===== src/rtl/alu_seq_ctrl.sv =====
// Multi-cycle command sequencer around a 16-bit ALU and an internal register file.
// Commands are accepted over start/busy/done; results are written back to R[rd].
module alu_seq_ctrl #(
  parameter int WIDTH = 16,
  parameter int AW    = 3
) (
  input  logic             clk,
  input  logic             reset_n,
  input  logic             start,
  input  logic [2:0]       op,
  input  logic [AW-1:0]    rd,
  input  logic [AW-1:0]    rn,
  input  logic [AW-1:0]    rm,
  input  logic [WIDTH-1:0] imm,
  output logic             busy,
  output logic             done,
  output logic             err,
  output logic             z,
  input  logic [AW-1:0]    rd_addr,
  output logic [WIDTH-1:0] rd_data
);

  localparam int unsigned NREG = 1 << AW;

  typedef enum logic [2:0] {
    IDLE,
    LOAD_A,
    LOAD_B,
    EXEC,
    WRITE
  } state_t;

  state_t           state, state_nxt;
  logic [WIDTH-1:0] regs [NREG];
  logic [WIDTH-1:0] a_q, b_q, c_q;
  logic [2:0]       op_q;
  logic [AW-1:0]    rd_q, rn_q, rm_q;
  logic             ill_pend;
  logic             accept, accept_ill;
  logic             done_nxt, err_nxt;
  logic [1:0]       alu_op;
  logic [WIDTH-1:0] alu_y;
  logic             alu_z;

  // ALU: compare reuses the subtract path
  always_comb begin
    alu_op = (op_q == 3'b101) ? 2'b01 : op_q[1:0];
    alu_y  = '0;
    case (alu_op)
      2'b00:   alu_y = a_q + b_q;
      2'b01:   alu_y = a_q - b_q;
      2'b10:   alu_y = a_q & b_q;
      default: alu_y = ~b_q;
    endcase
    alu_z = (alu_y == '0);
  end

  // Illegal ops never leave IDLE; ill_pend delays their done/err by one cycle.
  always_comb begin
    state_nxt  = state;
    accept     = 1'b0;
    accept_ill = 1'b0;
    done_nxt   = ill_pend;
    err_nxt    = ill_pend;
    case (state)
      IDLE: begin
        if (start) begin
          accept = 1'b1;
          if (op[2:1] == 2'b11) begin
            accept_ill = 1'b1;
          end else if (op == 3'b100) begin
            state_nxt = WRITE;
          end else begin
            state_nxt = LOAD_A;
          end
        end
      end
      LOAD_A: state_nxt = LOAD_B;
      LOAD_B: state_nxt = EXEC;
      EXEC: begin
        if (op_q == 3'b101) begin
          state_nxt = IDLE;
          done_nxt  = 1'b1;
        end else begin
          state_nxt = WRITE;
        end
      end
      WRITE: begin
        state_nxt = IDLE;
        done_nxt  = 1'b1;
      end
      default: state_nxt = IDLE;
    endcase
  end

  always_ff @(posedge clk or negedge reset_n) begin
    if (!reset_n) begin
      state    <= IDLE;
      done     <= 1'b0;
      err      <= 1'b0;
      z        <= 1'b0;
      ill_pend <= 1'b0;
      a_q      <= '0;
      b_q      <= '0;
      c_q      <= '0;
      op_q     <= '0;
      rd_q     <= '0;
      rn_q     <= '0;
      rm_q     <= '0;
      for (int unsigned i = 0; i < NREG; i++) begin
        regs[i[AW-1:0]] <= '0;
      end
    end else begin
      state    <= state_nxt;
      done     <= done_nxt;
      err      <= err_nxt;
      ill_pend <= accept_ill;
      if (accept) begin
        op_q <= op;
        rd_q <= rd;
        rn_q <= rn;
        rm_q <= rm;
        if (op == 3'b100) begin
          c_q <= imm;
        end
      end
      case (state)
        LOAD_A: a_q <= regs[rn_q];
        LOAD_B: b_q <= regs[rm_q];
        EXEC: begin
          c_q <= alu_y;
          z   <= alu_z;
        end
        WRITE:   regs[rd_q] <= c_q;
        default: ;
      endcase
    end
  end

  assign busy    = (state != IDLE);
  assign rd_data = regs[rd_addr];

endmodule

===== config.mk =====
export PLATFORM = sky130hd
export DESIGN_NAME = alu_seq_ctrl
export DESIGN_NICKNAME = d
export VERILOG_FILES = /design/src/rtl/alu_seq_ctrl.sv
export SDC_FILE = /design/constraint.sdc
export NUM_CORES = 1
export LEC_CHECK = 0
export CORE_MARGIN = 4
export CORE_UTILIZATION = 44
export DETAILED_ROUTE_END_ITERATION = 7
export PLACE_DENSITY = 0.59
export SLEW_MARGIN = 0
export SYNTH_ARGS = -nofsm -noshare
export SYNTH_HDL_FRONTEND = slang
export SYNTH_SLANG_ARGS = --single-unit

===== constraint.sdc =====
create_clock -name clk -period 3.8 [get_ports clk]
set_clock_uncertainty 0.2 [all_clocks]
set_input_delay 0.38 -clock clk [delete_from_list [all_inputs] [get_ports clk]]
set_output_delay 0.38 -clock clk [all_outputs]
set_load 0.005 [all_outputs]

==> results_dict.tcl <==
set metrics [dict create \
    outcome "finished, final reports clean" \
    setup_slack_ns 0.152 \
    post-route-period-util 0.960 \
    final_max_slew_viol_count 0 \
    fin_crit_ns 3.65 \
    fmax_ghz 0.274 \
    synthArstFlopShare 1.00 \
    ir_drop_mv 0.417 \
    clk_latency_ns 0.44 \
    timing.rr.start "op_q[1]$_DFFE_PN0P_" \
    dp_slack_ns -0.0339 \
    setup.worst_path.start "op_q[1]$_DFFE_PN0P_" \
    core_um2 26100 \
    num_rows 59 \
    ff2ff_path_depth 16 \
    holdPathStages 0 \
    slew_headroom 0.262 \
    crit_required_ns 3.95 \
    first_pass_iters 5 \
    antenna_found_initial 0 \
    grt_pass1_vias 8070 \
    cellPowerDensity_nw_per_um2 971 \
    vias 7907 \
    synth_warnings 0 \
    cp-endpoint "z$_DFFE_PN0P_" \
    synth_area_um2 11700 \
    hpwl_um 20800 \
    gp_congestion 0.918 \
    grt_max_degree 90 \
    endpoint_kind "register" \
    post_drt_wl_per_cell_um 22.9 \
    tritoncts "yes" \
    port_buffers 53 \
    grt_pass1_wl_um 47900 \
    max_slew.worst_pin.slew_ns 1.11 \
    finalNonFillerCells 1322 \
    p_total_mw 13.2 \
    drc 0 \
    dp_cells 1288 \
    finalSetupViolCount 0 \
    track_usage 0.215 \
    ys.flop_type "dfrtp_1" \
    r2r_slack_ns 0.15 \
    placed_cell_area_um2 12900 \
    overflow 0 \
    die_area_um2 29400 \
    maxCapViolCount 0 \
    die_h_um 171 \
    ys_ff_latch 195 \
    io_pins 54 \
    syn_inst 913 \
    cts.sinks 195 \
    hold_class "register to register" \
    synth.avg_cell_area_um2 12.9 \
    area_delta_synth_final_pct 15.7 \
    dieWidth_um 171 \
    stdcell_area_um2 13600 \
    syn_nets 965 \
    rr_endpoint "z$_DFFE_PN0P_" \
    p_leak_nw 6.00 \
    synth_edf_count 0 \
    layout-drive-gt1-share 0.380 \
    routed_via_density 5.98 \
    cts-root-buf "clkbuf_16" \
    clk_pin_slew_ns 0.08 \
    postRouteAntennaNets 0 \
    worstSetupStartpointType "register" \
    antenna_cells 0 \
    criticalPathCategory "register to register" \
    synth.distinct_cells 66 \
    cts_inserted_buffers 17 \
    cp_max_fo 7 \
    yosysSeqAreaShare 0.416 \
    initial_core_util 0.449 \
    hold_violations 0 \
    crit_arrival_ns 3.80 \
    clockBufferDepth 2 \
    htreeDepth 4 \
    nets 1026 \
    drt_iter0_drc 537 \
    wirelength_um 30300 \
]
## placed cells by master, fill, tap and decap left out, drive strengths merged, types with 15 or more instances in the layout
cell,Yosys,layout
a21oi,60,60
buf,17,53
clkbuf,47,18
clkdlybuf4s50,0,51
dfrtp,195,195
ha,17,17
inv,10,18
mux2,164,164
mux2i,45,45
mux4,96,96
nand2,39,39
nand3,15,15
nor2,53,53
o21ai,35,35
## worst min-delay path by stage
| stage | from | to | slack [ns] |
|---|---|---|---|
| finish | err_nxt$_DFF_PN0_ | err$_DFF_PN0_ | 0.19 |
| global route | err_nxt$_DFF_PN0_ | err$_DFF_PN0_ | 0.19 |
| detailed placement | err_nxt$_DFF_PN0_ | err$_DFF_PN0_ | 0.17 |
| global placement | err_nxt$_DFF_PN0_ | err$_DFF_PN0_ | 0.17 |
| CTS | err_nxt$_DFF_PN0_ | err$_DFF_PN0_ | 0.19 |
| floorplan | reset_n | a_q[0]$_DFFE_PN0P_ | -0.12 |
## critical path: stages (launching register included)
cell	delay (ns)
dfrtp_1	0.41
bufinv_8	0.20
nand2_1	0.06
buf_4	0.16
nand2_1	0.06
o21ai_0	0.14
inv_1	0.08
ha_1	0.29
nor2b_4	0.13
o31a_1	0.26
o311a_4	0.33
o21a_1	0.20
or3_1	0.32
a31oi_2	0.21
and4_1	0.20
nand4b_1	0.11
o31ai_2	0.19
## cell usage after synthesis (3+ instances only)
cell type | n | share of area
nor3b_1 | 4 | 0.0026
clkbuf_1 | 46 | 0.015
a21oi_1 | 59 | 0.025
mux2_2 | 164 | 0.16
buf_1 | 10 | 0.0032
and3_1 | 7 | 0.0037
o21a_1 | 5 | 0.0032
xnor2_1 | 11 | 0.0082
inv_1 | 10 | 0.0032
a21o_1 | 3 | 0.0019
o21ai_0 | 34 | 0.014
a211oi_1 | 4 | 0.0026
nand2_1 | 39 | 0.012
mux2i_1 | 45 | 0.038
and2_1 | 4 | 0.0021
dfrtp_1 | 195 | 0.42
nor4_1 | 3 | 0.0016
o41ai_1 | 3 | 0.0022
buf_2 | 5 | 0.0021
nor2b_1 | 5 | 0.0027
mux4_2 | 96 | 0.18
nor3_1 | 8 | 0.0034
o31a_1 | 3 | 0.0022
nand2b_1 | 8 | 0.0043
o211ai_1 | 4 | 0.0026
xor2_1 | 10 | 0.0075
nor2_1 | 53 | 0.017
nand3_1 | 15 | 0.0064
ha_1 | 17 | 0.018
## logic make-up after synthesis
group	share of synthesized area
buffers and inverters	0.0278
flip-flops	0.416
XOR/XNOR	0.0157
AND/OR/NAND/NOR	0.0713
AO/OA/AOI/OAI	0.0700
multiplexers	0.380
adder cells (fa/ha/maj)	0.0198
## through the flow
step	hold WS (ns)	utilization	TNS, ns
6_report	0.185	0.520	0
5_1_grt	0.194	0.520	-0.00143
4_1_cts	0.190	0.517	0
3_5_place_dp	0.171	0.493	-0.0339
3_3_place_gp	0.166	0.493	0
2_1_floorplan	-0.116	-	0
## registers in the layout, summed over array words and instances, names as in the netlist, 3 cells and up
name   cells
rm_q       3
state      3
rn_q       3
rd_q       3
b_q       16
a_q       16
op_q       3
c_q       16
regs     128
## report_power, final
group	switching (mW)	leakage (nW)	internal, mW
clock network	0.914	0.293	0.952
registers	1.23	2.53	2.94
logic	3.30	3.18	3.86
total	5.44	6.00	7.75
## cell type report
class,instances,area (um^2)
fillers,2333,12500
multi-input cells,643,6610
flip-flops and latches,195,4880
repair buffers,106,1000
clock buffers,17,425
well taps,335,419
clock inverters,15,185
inverters,11,55.1
## what timing repair did
action / CTS / global route
buffers inserted: 0 / 1
setup endpoints to repair: 1 / 2
hold endpoints to repair: 86 / 0
pin swaps: 0 / 6
resized for setup: 1 / 16
hold buffers: 1 / 0
## layer usage
| layer | global-route usage | vias to the layer above | part of all wire |
|---|---|---|---|
| met5 | 0 | - | 0 |
| met3 | 0.0308 | 26 | 0.042 |
| met1 | 0.320 | 4121 | 0.47 |
| met4 | 0.0427 | 0 | 0.011 |
| li1 | - | 3601 | - |
| met2 | 0.341 | 159 | 0.47 |
Power figures use the tool's default switching activity.
